`config.mk`:
```
export PLATFORM = sky130hd
export DESIGN_NAME = pipe_mux_n_to_1
export DESIGN_NICKNAME = d
export VERILOG_FILES = /design/src/rtl/pipe_mux_n_to_1.sv
export SDC_FILE = /design/constraint.sdc
export NUM_CORES = 1
export LEC_CHECK = 0
export CAP_MARGIN = 30
export CORE_MARGIN = 4
export CORE_UTILIZATION = 25
export CTS_BUF_LIST = sky130_fd_sc_hd__clkbuf_4 sky130_fd_sc_hd__clkbuf_8
export DETAILED_ROUTE_END_ITERATION = 8
export DONT_BUFFER_PORTS = 1
export PLACE_DENSITY_LB_ADDON = 0.15
export SETUP_SLACK_MARGIN = 0.2
export SLEW_MARGIN = 20
export SYNTH_ARGS = -nofsm -noshare
export SYNTH_HDL_FRONTEND = slang
export SYNTH_SLANG_ARGS = --single-unit
export TNS_END_PERCENT = 5
```
`constraint.sdc`:
```
create_clock -name clk_i -period 1.76 [get_ports clk_i]
set_input_delay 0.352 -clock clk_i [delete_from_list [all_inputs] [get_ports clk_i]]
set_output_delay 0.352 -clock clk_i [all_outputs]
set_load 0.01 [all_outputs]
```
`src/rtl/pipe_mux_n_to_1.sv`:
```
// Registered N:1 channel mux, fixed-select or round-robin; latency 1 cycle.
// Backpressure: output register loads only when empty or drained (ld); otherwise all state holds.
module pipe_mux_n_to_1 #(
  parameter int size     = 32,
  parameter int channels = 4,
  parameter int sel_w    = 2,
  parameter int rr_mode  = 0
) (
  input  logic                     clk_i,
  input  logic                     rst_i,
  input  logic [channels*size-1:0] data_i,
  input  logic [channels-1:0]      valid_i,
  output logic [channels-1:0]      ready_o,
  input  logic [sel_w-1:0]         select_i,
  output logic [size-1:0]          data_o,
  output logic                     valid_o,
  output logic [sel_w-1:0]         sel_o,
  input  logic                     ready_i
);

  logic             ld;
  logic             cand_vld;
  logic [sel_w-1:0] cand;
  logic [size-1:0]  cand_dat;
  logic             xfer;
  logic [sel_w-1:0] last_grant;
  int               idx;

  assign ld = !valid_o || ready_i;

  // Candidate selection; round-robin wraps modulo channels, not 2**sel_w.
  always_comb begin
    cand     = '0;
    cand_vld = 1'b0;
    idx      = 0;
    if (rr_mode != 0) begin
      for (int i = 1; i <= channels; i++) begin
        idx = int'(last_grant) + i;
        if (idx >= channels) idx = idx - channels;
        if (!cand_vld && valid_i[idx]) begin
          cand_vld = 1'b1;
          cand     = sel_w'(idx);
        end
      end
    end else begin
      cand     = select_i;
      cand_vld = int'(select_i) < channels;
    end
  end

  always_comb begin
    cand_dat = '0;
    ready_o  = '0;
    for (int k = 0; k < channels; k++) begin
      if (cand_vld && k == int'(cand)) begin
        cand_dat   = data_i[k*size +: size];
        ready_o[k] = ld;
      end
    end
  end

  assign xfer = |(ready_o & valid_i);

  always_ff @(posedge clk_i) begin
    if (!rst_i) begin
      data_o     <= '0;
      valid_o    <= 1'b0;
      sel_o      <= '0;
      last_grant <= sel_w'(channels - 1);
    end else if (ld) begin
      valid_o <= xfer;
      if (xfer) begin
        data_o <= cand_dat;
        sel_o  <= cand;
        if (rr_mode != 0) last_grant <= cand;
      end
    end
  end

endmodule

```
* Yosys cells after proc, flatten, opt, wreduce, memory -nomap -nowiden
Index checks and enable logic that the tools add are counted. W data, S select, Z words.
Operators by class: equal/unequal tests 3, muxes and demuxes 8, reduce and logical (&&, ||, !) cells 5, bitwise logic cells 1
Operators by type and width (count):
- $mux W32 | 4
- $and A4 B4 Y4 | 1
- $eq A2 B2 Y1 const A | 2
- $mux W1 | 4
- $reduce_or A4 Y1 | 1
- $eq A1 B2 Y1 const A | 1
- $logic_not A2 Y1 | 1
- $reduce_and A2 Y1 | 1
- $logic_not A1 Y1 | 1
- $logic_or A1 B1 Y1 | 1
Storage, ports and cells: register bits 35, bits of input ports 137, output and inout port bits 39, word-level logic and storage cells 20

* Logic depth before layout (Yosys ltp)
word-level depth 6, mapped depth 6, gate-level depth less buffers 4

* Worst setup path before layout
OpenSTA, ideal clock, no wires.
path kind input-to-reg, start in select_i[0], end reg data_o[0], setup time 120 ps, arrival 1303 ps, slack 337 ps, path buffers 2, cell stages on the path 5, required time 1640 ps, path through buf_6 -> buf_6 -> mux4_2 -> o21ai_0 -> a21boi_1
Between the ends: cells in the longest elaborated chain, start to end 5, elaborated cells between the ends (all ways) 15, those cells by class 3 x eq/ne; 8 x mux; 1 x bitwise; 3 x reduce/logical
Ends and longest elaborated chain:
- from (decl) | RTL line 14 | input logic [sel_w-1:0] select_i,
- $eq A2 B2 Y1, or another cell as far along | RTL line 55 | if (cand_vld && k == int'(cand)) begin
- $mux W1 or $mux W32 (tied branches) | RTL line 55
- $and A4 B4 Y4 or $mux W32 (tied branches) | RTL line 62, 55
- $reduce_or A4 Y1 or $mux W32 (tied branches) | RTL line 62, 55
- $reduce_and A2 Y1 (no line) or $mux W32 (tied branches)
- to (signal assigned) | RTL line 73 | data_o <= cand_dat;
- to (decl) | RTL line 15 | output logic [size-1:0] data_o,
Several ways; a longest one is shown, not always the timed one. A chain may end at the register's enable or synchronous reset.

* Worst setup path in the final report
start reg valid_o, end out ready_o[0]
Between the ends: cells in the longest elaborated chain, start to end 3
Ends and longest elaborated chain:
- from (decl) | RTL line 16 | output logic valid_o,
- from (signal assigned) | RTL line 71 | valid_o <= xfer;
- $logic_not A1 Y1 | RTL line 29 | assign ld = !valid_o || ready_i;
- $logic_or A1 B1 Y1 | RTL line 29
- $mux W1 | RTL line 55
- to (decl) | RTL line 13 | output logic [channels-1:0] ready_o,
No other way between the ends.

==> flow_summary_export.csv <==
group,metric,value,unit
run_status,outcome,"finished, final reports clean",
drt,number_of_drc_violations_after_detailed_routing_iteration_0,56,
logic_synthesis,synth_area_per_cell,11.2,um2
timing,achievable-frequency,687,MHz
timing,slew_headroom,0.754,
timing,worst_slew_pin_slew,0.359,ns
clocking,clock_input_transition_at_the_sequential_cells_of_the_worst_setup_and_hold_paths,0.08,ns
cells_and_area,post_route_cells_drive_above_1_share,0.241,
logic_synthesis,post_synth_instance_area,0.00230,mm2
grt,grt_first_pass_wirelength,10900,um
worst_setup_path,worst_r2r_path_depth,5,
drt,drtAntennaViolNets,0,
logic_synthesis,seq_total_area_yosys,0.305,
timing,timing_max_transition_violations_final,0,
clocking,ctsRootBufferMaster,"clkbuf_8",
hold_path,holdCritPathClass,"input pin to register",
worst_setup_path,path_max_fanout,5,
worst_setup_path,timing.rr.start,"valid_o$_SDFFE_PN0N_",
cells_and_area,fillerInstances,930,
drt,detailedRoute.firstPassIterationCount,3,
clocking,cts_htree_levels,2,
worst_setup_path,crit_type,"register to output pin",
drt,avgRoutedWirePerCell,23.2,um
job,drv_cap,0,
cells_and_area,final_util,0.278,
timing,hold_viol,0,
worst_setup_path,critical_path_required,1.41,ns
clocking,ctsHoldBuffers,0,
drt,postRouteWirelength,7030,um
placed_design,portBuffers,0,
timing,setup_total_negative_slack,0,ns
logic_synthesis,synthTopCellsByArea,"dfxtp_1 30%, mux4_2 28%, a21boi_1 9.5%, nand3_1 7.4%, o21ai_0 6.5%",
die,fp.dieH,104,um
power_and_ir_drop,p_per_area,843,mW/mm2
logic_synthesis,number_of_enable_type_register_cells_in_the_synthesized_netlist,0,
clocking,clock_sinks,35,
grt,overflow,0,
grt,track_usage,0.126,
power_and_ir_drop,power_leakage,0.809,nW
timing,finalWorstPathRequiredPeriod,1.45,ns
logic_synthesis,synth-async-reset-ratio,0,
logic_synthesis,yosysTopAreaCellShare,0.305,
drt,post_drt_via_cell_ratio,5.58,
worst_setup_path,critical_path.startpoint_type,"register",
hold_path,timing.hold.worst_endpoint,"valid_o$_SDFFE_PN0N_",
hold_path,hold_path.startpoint,"rst_i",
worst_setup_path,worstReg2RegEnd,"data_o[29]$_SDFFE_PN0P_",
cells_and_area,syn2layout_area_growth,6.91,%
worst_setup_path,data_arrival_time_at_the_worst_slack_endpoint,1.10,ns
logic_synthesis,synthesis.nets,343,
worst_setup_path,critical-path-slowest-cell,"dfxtp_1",
timing,rsz0062_at_grt,"true",
logic_synthesis,synth-main-ff-cell,"dfxtp_1",
die,chipWidth,104,um
die,std_cell_rows,34,
grt,grt_pass1_vias,1874,
logic_synthesis,synthDominantAreaCellType,"dfxtp_1",
timing,fin_worst_skew,0.00603,ns
power_and_ir_drop,total_power,2.07,mW
timing,setup_viol,0,
grt,grt_start_max_net_pins,41,
worst_setup_path,timing.reg2reg.setup_slack,0.34,ns
logic_synthesis,post_synthesis_sequential_element_count,35,
die,num_io_pins,176,
logic_synthesis,yosysWarnings,0,
placed_design,place.gp.congestion,0.639,
clocking,cts_made_buffers,5,
cells_and_area,insertedDiodeCount,0,
placed_design,detailedPlacementHpwl,4930,um
drt,drcViolationCount,0,
timing,hold_slack,0.192,ns
worst_setup_path,critical_path.cell_chain,"nor2b_4 -> nor3_1",
die,placeableCoreArea,0.00885,mm2
worst_setup_path,critical_path.max_stage_delay,0.36,ns
clocking,clock_latency_on_the_worst_skew_pair,0.28,ns
logic_synthesis,synth_cells,206,
logic_synthesis,number_of_library_cell_types_mapped_by_synthesis,24,
grt,antenna_found_initial,1,
drt,vias,1691,
worst_setup_path,critPathCaptureType,"output pin",
clocking,clock_tree_from_tritoncts,"built",
timing,final.period_utilization,0.827,
cells_and_area,num-nets-final,331,
power_and_ir_drop,largest_vdd_supply_drop,0.000360,V
hold_path,hold-path-cell-count,1,
die,floorplan.initialDensity,0.260,
clocking,clockBufferDepth,2,
die,fp.dieArea,0.0108,mm2
stage by stage:
step | setup WS, ns | cell area [um2] | instances
after floorplan | 0.337 | 2300 | 206
after global placement | 0.181 | 2320 | 295
after detailed placement | 0.118 | 2320 | 295
after CTS | 0.133 | 2440 | 303
after global routing | 0.197 | 2460 | 303
final | 0.305 | 2460 | 303
cell usage in the layout (no fill, tap or decap), types with 2 or more instances in the layout:
cell type / instances
a21boi_0: 4
a21boi_1: 29
and3_1: 2
buf_4: 3
buf_6: 2
clkbuf_8: 6
dfxtp_1: 35
mux4_1: 3
mux4_2: 29
nand3_1: 34
o21ai_0: 30
o21ai_1: 3
how the worst max path moves through the flow:
stage	slack, ns	cells past startpoint	startpoint	endpoint
2_1_floorplan	0.34	5	select_i[0]	data_o[0]$_SDFFE_PN0P_
3_3_place_gp	0.18	5	valid_o$_SDFFE_PN0N_	data_o[5]$_SDFFE_PN0P_
3_5_place_dp	0.12	5	valid_o$_SDFFE_PN0N_	data_o[6]$_SDFFE_PN0P_
4_1_cts	0.13	2	valid_o$_SDFFE_PN0N_	ready_o[1]
5_1_grt	0.20	5	valid_o$_SDFFE_PN0N_	data_o[17]$_SDFFE_PN0P_
6_report	0.31	2	valid_o$_SDFFE_PN0N_	ready_o[0]
synthesized netlist by cell type, types with 2 or more instances:
| library cell | n |
|---|---|
| buf_2 | 13 |
| and3_1 | 2 |
| a21boi_0 | 4 |
| dfxtp_1 | 35 |
| a21boi_1 | 29 |
| nand3_1 | 34 |
| o21ai_1 | 3 |
| o21ai_0 | 30 |
| buf_6 | 9 |
| mux4_2 | 29 |
| clkbuf_1 | 3 |
| mux4_1 | 3 |
kinds of logic after synthesis:
group	Yosys count	share of synthesized area
AO/OA/AOI/OAI	68	0.188
AND/OR/NAND/NOR	44	0.101
flip-flops	35	0.305
multiplexers	34	0.329
buffers and inverters	25	0.0773
what timing repair did:
item,CTS,global route
buffers inserted,0,0
gates resized for setup,1,4
setup endpoints to repair,30,33
pin swaps,0,0
area by class of cell:
| type | count | area, um2 | share of cell area |
|---|---|---|---|
| clock inverters | 2 | 35.0 | 0.0143 |
| clock buffers | 6 | 82.6 | 0.0336 |
| flip-flops and latches | 35 | 701 | 0.285 |
| well taps | 108 | 135 | 0.0550 |
| multi-input cells | 146 | 1440 | 0.586 |
| repair buffers | 6 | 65.1 | 0.0265 |
registers in the layout (all words and copies together), names as in the netlist:
signal	flops
data_o	32
valid_o	1
sel_o	2
worst max-delay path: cells and delay by family (launching register included):
| family | cells | cell delay (ns) |
|---|---|---|
| flip-flops | 1 | 0.36 |
| AND/OR/NAND/NOR | 2 | 0.46 |
power by group:
group          switching [mW]  internal [mW]  total [mW]  leakage [nW]
logic                   0.143          0.209       0.352         0.460
registers              0.0846          0.861       0.946         0.288
clock network           0.314          0.459       0.773        0.0612
total                   0.542           1.53        2.07         0.809
metal layers:
| metal | global-route usage | vias up | share of wire |
|---|---|---|---|
| li1 | - | 783 | - |
| met1 | 0.151 | 810 | 0.39 |
| met2 | 0.216 | 89 | 0.51 |
| met5 | 0 | - | 0.0028 |
| met3 | 0.0403 | 7 | 0.083 |
| met4 | 0.0342 | 2 | 0.0088 |
(Power assumes the default switching activity.)
